`config.mk`:
```
export PLATFORM = sky130hd
export DESIGN_NAME = lb_conv_window
export DESIGN_NICKNAME = d
export VERILOG_FILES = /design/src/rtl/lb_conv_window.sv
export SDC_FILE = /design/constraint.sdc
export NUM_CORES = 2
export LEC_CHECK = 0
export CAP_MARGIN = 10
export CORE_MARGIN = 1
export CORE_UTILIZATION = 30
export DETAILED_ROUTE_END_ITERATION = 12
export HOLD_SLACK_MARGIN = 0.12
export PLACE_DENSITY_LB_ADDON = 0.3
export SLEW_MARGIN = 30
export SYNTH_ARGS = -nofsm -noshare
export SYNTH_HDL_FRONTEND = slang
export SYNTH_SLANG_ARGS = --single-unit
export TNS_END_PERCENT = 20
```
`constraint.sdc`:
```
create_clock -name clk -period 15.3 [get_ports clk]
set_clock_uncertainty 0.05 [all_clocks]
set_input_delay 1.53 -clock clk [delete_from_list [all_inputs] [get_ports clk]]
set_output_delay 1.53 -clock clk [all_outputs]
set_load 0.03 [all_outputs]
```
`src/rtl/lb_conv_window.sv`:
```
// Sweeps the buffered row set column by column, keeps a ROWS x ROWS sliding window
// and emits one signed convolution result per window position on a valid/ready port.
module lb_conv_window #(
    parameter int DATA_WIDTH = 8,
    parameter int ROWS       = 3,
    parameter int ROW_WIDTH  = 5,
    parameter int COEF_WIDTH = 8,
    parameter int ADDR_WIDTH = $clog2(ROW_WIDTH),
    parameter int OUT_WIDTH  = DATA_WIDTH + COEF_WIDTH + 1 + $clog2(ROWS * ROWS)
) (
    input  logic                                clk,
    input  logic                                rst,
    input  logic                                start,
    output logic [ADDR_WIDTH-1:0]               add_r,
    output logic                                r_en,
    input  logic [ROWS*DATA_WIDTH-1:0]          col_in,
    input  logic [ROWS*ROWS*COEF_WIDTH-1:0]     coef,
    output logic signed [OUT_WIDTH-1:0]         out_data,
    output logic                                out_valid,
    input  logic                                out_ready,
    output logic                                busy,
    output logic                                row_done
);

    // state   | meaning
    // S_IDLE  | waiting for start; a final result may still await handshake
    // S_READ  | sweeping columns, one per accepted advance
    typedef enum logic {S_IDLE, S_READ} state_t;

    state_t r_state;
    state_t w_state_nxt;

    // Only the ROWS-1 newest columns are kept; the live col_in completes the window.
    logic [DATA_WIDTH-1:0] r_hist [ROWS][ROWS-1];

    logic                        w_advance;
    logic                        w_last;
    logic                        w_emit;
    logic signed [OUT_WIDTH-1:0] w_sum;

    function automatic logic signed [OUT_WIDTH-1:0] mac_term(
        input logic [COEF_WIDTH-1:0] c,
        input logic [DATA_WIDTH-1:0] p
    );
        logic signed [OUT_WIDTH-1:0] c_ext;
        logic signed [OUT_WIDTH-1:0] p_ext;
        c_ext = {{(OUT_WIDTH-COEF_WIDTH){c[COEF_WIDTH-1]}}, c};
        p_ext = {{(OUT_WIDTH-DATA_WIDTH){1'b0}}, p};
        return c_ext * p_ext;
    endfunction

    assign w_advance = (r_state == S_READ) && (!out_valid || out_ready);
    assign w_last    = (add_r == ADDR_WIDTH'(ROW_WIDTH - 1));
    assign w_emit    = (add_r >= ADDR_WIDTH'(ROWS - 1));
    assign r_en      = (r_state == S_READ);
    assign busy      = (r_state == S_READ);

    always_comb begin
        w_sum = '0;
        for (int r = 0; r < ROWS; r++) begin
            for (int k = 0; k < ROWS - 1; k++) begin
                w_sum = w_sum + mac_term(coef[(r*ROWS+k)*COEF_WIDTH +: COEF_WIDTH], r_hist[r][k]);
            end
            w_sum = w_sum + mac_term(coef[(r*ROWS+ROWS-1)*COEF_WIDTH +: COEF_WIDTH],
                                     col_in[r*DATA_WIDTH +: DATA_WIDTH]);
        end
    end

    always_comb begin
        w_state_nxt = r_state;
        case (r_state)
            S_IDLE: if (start) w_state_nxt = S_READ;
            S_READ: if (w_advance && w_last) w_state_nxt = S_IDLE;
            default: w_state_nxt = S_IDLE;
        endcase
    end

    always_ff @(posedge clk) begin
        if (rst) begin
            r_state   <= S_IDLE;
            add_r     <= '0;
            out_valid <= 1'b0;
            out_data  <= '0;
            row_done  <= 1'b0;
            for (int r = 0; r < ROWS; r++) begin
                for (int j = 0; j < ROWS - 1; j++) begin
                    r_hist[r][j] <= '0;
                end
            end
        end else begin
            r_state  <= w_state_nxt;
            row_done <= w_advance && w_last;

            if (r_state == S_IDLE && start) begin
                add_r <= '0;
            end else if (w_advance) begin
                add_r <= w_last ? '0 : add_r + ADDR_WIDTH'(1);
            end

            if (w_advance) begin
                for (int r = 0; r < ROWS; r++) begin
                    for (int j = 0; j < ROWS - 2; j++) begin
                        r_hist[r][j] <= r_hist[r][j+1];
                    end
                    r_hist[r][ROWS-2] <= col_in[r*DATA_WIDTH +: DATA_WIDTH];
                end
            end

            // A stall (valid && !ready) blocks advance, so the held result is never overwritten.
            if (w_advance && w_emit) begin
                out_valid <= 1'b1;
                out_data  <= w_sum;
            end else if (out_ready) begin
                out_valid <= 1'b0;
            end
        end
    end

endmodule

```
Yosys cells after proc, flatten, opt, wreduce, memory -nomap -nowiden
Memories as Yosys holds them, arrays and structs flattened.
Index checks and enable logic that the tools add are counted.
- $add $sub $neg: 9
- multipliers: 9
- $lt $le $gt $ge: 1
- equal/unequal tests: 1
- muxes and demuxes: 17
- bitwise logic cells: 7
- reductions and logical operators: 8
- operators by type and width (kind ; count):
    8-bit by 9-bit multiplier with 17-bit output ; 9
    21-bit by 17-bit adder with 21-bit output ; 4
    8-bit 2-to-1 mux ; 6
    20-bit by 17-bit adder with 21-bit output ; 1
    19-bit by 17-bit adder with 20-bit output ; 1
    18-bit by 17-bit adder with 19-bit output ; 1
    17-bit by 17-bit adder with 18-bit output ; 1
    1-bit 2-to-1 mux ; 9
    1-bit OR ; 6
    1-bit logical AND ; 4
    3-bit by 1-bit adder with 3-bit output (second input constant) ; 1
    3-bit equality test (second input constant) ; 1
    3-bit by 2-bit greater-or-equal comparator with 1-bit output (second input constant) ; 1
    3-bit 2-to-1 mux ; 1
    1-bit one-hot mux with 2 select lines ; 1
    2-bit nonzero test ; 1
    2-bit OR reduction ; 1
    1-bit zero test ; 1
    1-bit logical OR ; 1
    1-bit inverter ; 1
- flip-flop bits (word level): 27
- RAM bits: 48
- bits of input ports: 100
- output and inout bits: 28
- word-level logic and storage cells: 58
- memories kept: 1
- memories (memory ; depth ; width ; read ports ; clocked after memory_dff ; wr ports ; line ; source):
    r_hist ; 3 ; 16 ; 3 ; 0 ; 3 ; 34 ; logic [DATA_WIDTH-1:0] r_hist [ROWS][ROWS-1];

Depth between registers and ports, before layout
An unclocked memory read counts as a cell.
- depth in word-level cells: 10
- mapped depth: 29
- depth with buffers taken out: 28

Worst setup path before layout
Ideal clock, no wire load.
- path type: input to register
- from: input coef[60]
- to: register out_data[12]
- arrival: 8.359 ns
- path slack: 6.772 ns
- stages: 26
- buffers on the path: 1
- path through: clkbuf_1 -> nand2_1 -> fa_1 -> inv_1 -> fa_1 -> inv_1 -> fa_1 -> inv_1 -> fa_1 -> inv_1 -> fa_1 -> inv_1 -> fa_1 -> inv_1 -> fa_1 -> fa_1 -> fa_1 -> inv_1 -> fa_1 -> ha_1 -> a21oi_2 -> a21oi_2 -> or3_1 -> a21oi_2 -> nor4_1 -> a211o_1
- word-level cells in the longest chain between the ends: 3
- ends and longest elaborated chain (element ; line ; source):
    start, declared ; 17 ; input logic [ROWS*ROWS*COEF_WIDTH-1:0] coef,
    8-bit by 9-bit multiplier with 17-bit output ; 49 ; return c_ext * p_ext;
    21-bit by 17-bit adder with 21-bit output ; 62 ; w_sum = w_sum + mac_term(coef[(r*ROWS+k)*COEF_WIDTH +: COEF_WIDTH], r_hist[r][k]);
    21-bit by 17-bit adder with 21-bit output ; 64 ; w_sum = w_sum + mac_term(coef[(r*ROWS+ROWS-1)*COEF_WIDTH +: COEF_WIDTH],
    end signal, assigned ; 112 ; out_data <= w_sum;
    end, declared ; 18 ; output logic signed [OUT_WIDTH-1:0] out_data,
No other way between the ends.
A chain may end at the register's enable or synchronous reset.

Worst setup path in the final report
- from: input coef[47]
- to: register out_data[13]
- word-level cells in the longest chain between the ends: 5
- ends and longest elaborated chain (element ; line):
    8-bit by 9-bit multiplier with 17-bit output ; 49
    21-bit by 17-bit adder with 21-bit output ; 64
    21-bit by 17-bit adder with 21-bit output (2 in a row) ; 62
    21-bit by 17-bit adder with 21-bit output ; 64
No other way between the ends.

==> run_results.csv <==
group,metric,value,unit
worst_setup_path,timing.rr.end,"out_data[13]$_SDFFE_PP0P_",
timing,worst_slack,5920,ps
grt,antenna_found_initial,2,
clock_network,cts_resized,0,
timing,setup-tns-final,0,ps
finish,insertedDiodeCount,0,
worst_setup_path,path_class,"input pin to register",
grt,grt_pass1_vias,17900,
timing,timing.hold.ws,403,ps
synthesis,yosysTopAreaCell,"fa_1",
grt,met1_usage,24.8,%
clock_network,ctsHoldBuffers,0,
synthesis,syn_avg_cell_area,9.73,um2
route,routedWlPerCell,19.0,um
clock_network,clock_latency,400,ps
worst_setup_path,required,15520,ps
worst_setup_path,crit_family,"adder cells",
synthesis,synth_seq_cells,75,
route,drt-total-wl,70600,um
die,die_h,288,um
clock_network,root_buffer,"clkbuf_16",
die,io_pins,128,
die,fp.dieW,288,um
worst_setup_path,cpMostUsedCell,"fa_1",
clock_network,numCtsBuffers,9,
route,firstDrtPassIters,9,
run_status,violations,"DRC",
clock_network,ctsHtreeMaxLevel,3,
timing,slew_headroom,38.0,%
timing,fmax,0.107,GHz
synthesis,ys_seq_area_share,8.07,%
timing,finalSetupViolCount,0,
route,postRouteAntennaNets,0,
synthesis,synth_common_cells,"inv_1, fa_1, and2_1, ha_1, nand2_1",
route,via_per_inst,4.41,
die,die_area,0.0830,mm2
synthesis,synth_ff_type,"edfxtp_1",
finish,drive_above_1_share,1.21,%
grt,met3_usage,2.52,%
worst_setup_path,critPathMaxFanout,7,
finish,multi_input_area,0.0197,mm2
synthesis,yosysMostFrequentCell,"inv_1",
finish,fin_nets,3612,
worst_setup_path,r2r_setup_slack,7200,ps
timing,tightest_slew,930,ps
worst_setup_path,crit_buf_inv,8,
grt,met2_usage,30.4,%
place,portBuffers,127,
finish,final_cell_area,0.0274,mm2
synthesis,syn_inst,2526,
timing,rsz0062_at_grt,"no",
synthesis,synth_nets,3497,
synthesis,yosysUniqueCellTypes,48,
grt,grt_remaining_overflow,0,
synthesis,synth_edf_count,48,
finish,ff_latch_area,0.00198,mm2
worst_setup_path,rr_startpoint,"r_hist[0][19]$_SDFFCE_PN0P_",
grt,top_usage_layer,"met2",
synthesis,yosysTopAreaCellShare,46.8,%
min_path,worstHoldStart,"out_data[6]$_SDFFE_PP0P_",
clock_network,cts_buffer_depth,2,
clock_network,cts.sinks,75,
synthesis,syn-cell-area,0.0246,mm2
worst_setup_path,endpoint_kind,"register",
worst_setup_path,rr_worst_depth,25,
timing,hold_viol_final,0,
timing,maxSlewViolCount,0,
die,core,0.0808,mm2
route,drt_iter0_markers,855,
min_path,min_delay_worst_endpoint,"out_data[6]$_SDFFE_PP0P_",
clock_network,cts_tree,"built",
timing,post-route-period-util,61.3,%
grt,grt_pass1_wl,110000,um
clock_network,clkSlewWorstSetupHoldPaths,70,ps
clock_network,cts_setup_buffers,0,
grt,track_usage,18.0,%
worst_setup_path,slowest_delay,600,ps
worst_setup_path,crit_path_top_delay_cell,"clkdlybuf4s50_1",
worst_setup_path,cp-start-kind,"input pin",
finish,syn_to_final_growth,11.6,%
min_path,hold_path_class,"register to register",
place,dp_hpwl,61700,um
timing,timing.final.crit_period,9380,ps
min_path,hold_depth,2,
synthesis,yosys_warnings,0,
grt,grt_max_degree,51,
run_status,status,"finished, violations left",
worst_setup_path,cp.arrival,9600,ps
place,place.gp.congestion,0.889,
route,vias,16300,
place,post_dp_cell_area,0.0271,mm2
route,drc_errors,9,
synthesis,synth.area.top_cells,"fa_1, ha_1, inv_1",
die,rows,104,
flow_run,cap_violations,0,
place,pre_cts_ws,5500,ps
die,start_util,30.4,%
finish,fillers,8353,
synthesis,synth_async_sr_flop_share,0,%
-- final cells by class --
type,instances,share of cell area [%]
repair buffers,132,4.77
inverters,753,10.3
clock buffers,9,0.821
clock inverters,7,0.329
multi-input cells,1670,71.7
well taps,1060,4.84
flip-flops and latches,75,7.23
-- layout by cell type (no fill, tap or decap), types with 3 or more instances in the layout --
| cell type | count |
|---|---|
| nand2b_1 | 25 |
| nor2_1 | 58 |
| o21bai_1 | 3 |
| a21oi_1 | 25 |
| and2_1 | 344 |
| nor3_1 | 6 |
| xnor2_1 | 16 |
| a31oi_1 | 4 |
| ha_1 | 297 |
| clkbuf_16 | 9 |
| nand3_1 | 4 |
| clkdlybuf4s50_1 | 127 |
| fa_1 | 574 |
| a21oi_2 | 3 |
| o21ai_1 | 3 |
| and3_1 | 48 |
| edfxtp_1 | 48 |
| nor2b_1 | 19 |
| xor2_1 | 3 |
| inv_8 | 3 |
| dfxtp_1 | 27 |
| nand3b_1 | 4 |
| buf_4 | 5 |
| o21ai_0 | 11 |
| inv_1 | 752 |
| nand2_1 | 189 |
-- worst min-delay path, cell delays in order, from the launching register on --
cell and delay [ps]:
dfxtp_1 310, nand2_1 50, a21oi_1 50
-- worst max path at each step --
stage / endpoint / slack [ps] / startpoint / cells after the start
detailed placement: out_data[18]$_SDFFE_PP0P_ / 5500 / coef[63] / 26
global placement: out_data[12]$_SDFFE_PP0P_ / 5500 / coef[63] / 26
global route: out_data[17]$_SDFFE_PP0P_ / 5560 / coef[47] / 25
finish: out_data[13]$_SDFFE_PP0P_ / 5920 / coef[47] / 25
CTS: out_data[18]$_SDFFE_PP0P_ / 5910 / coef[63] / 26
floorplan: out_data[12]$_SDFFE_PP0P_ / 6770 / coef[60] / 26
-- flip-flops by register name, summed over array words and instances (netlist names) --
signal and cells:
add_r 3, busy 1, out_data 21, out_valid 1, r_hist 48, row_done 1
-- routing by layer --
metal / share of wire, % / vias up
met5: 0.018 / -
met4: 1.3 / 2
met3: 5.0 / 37
met2: 49 / 338
met1: 45 / 8397
li1: - / 7553
-- cells by family after synthesis --
| group | count (synthesis) | synth area share [%] |
|---|---|---|
| muxes | 1 | 0.0458 |
| AOI/OAI and AO/OA | 70 | 1.83 |
| adders and majority gates | 871 | 61.9 |
| and+or+nand+nor | 709 | 15.5 |
| xor gates and xnor gates | 19 | 0.677 |
| buffers and inverters | 781 | 12.0 |
| DFF | 75 | 8.07 |
-- metrics by stage --
step           cells  util (%)
2_1_floorplan   2526         -
3_3_place_gp    3690      33.5
3_5_place_dp    3690      33.5
4_1_cts         3706      33.9
5_1_grt         3706      33.9
6_report        3706      33.9
Power is left out: the tool's default activity adds up to more than one toggle a clock period on the data nets, which glitch-free logic cannot reach.
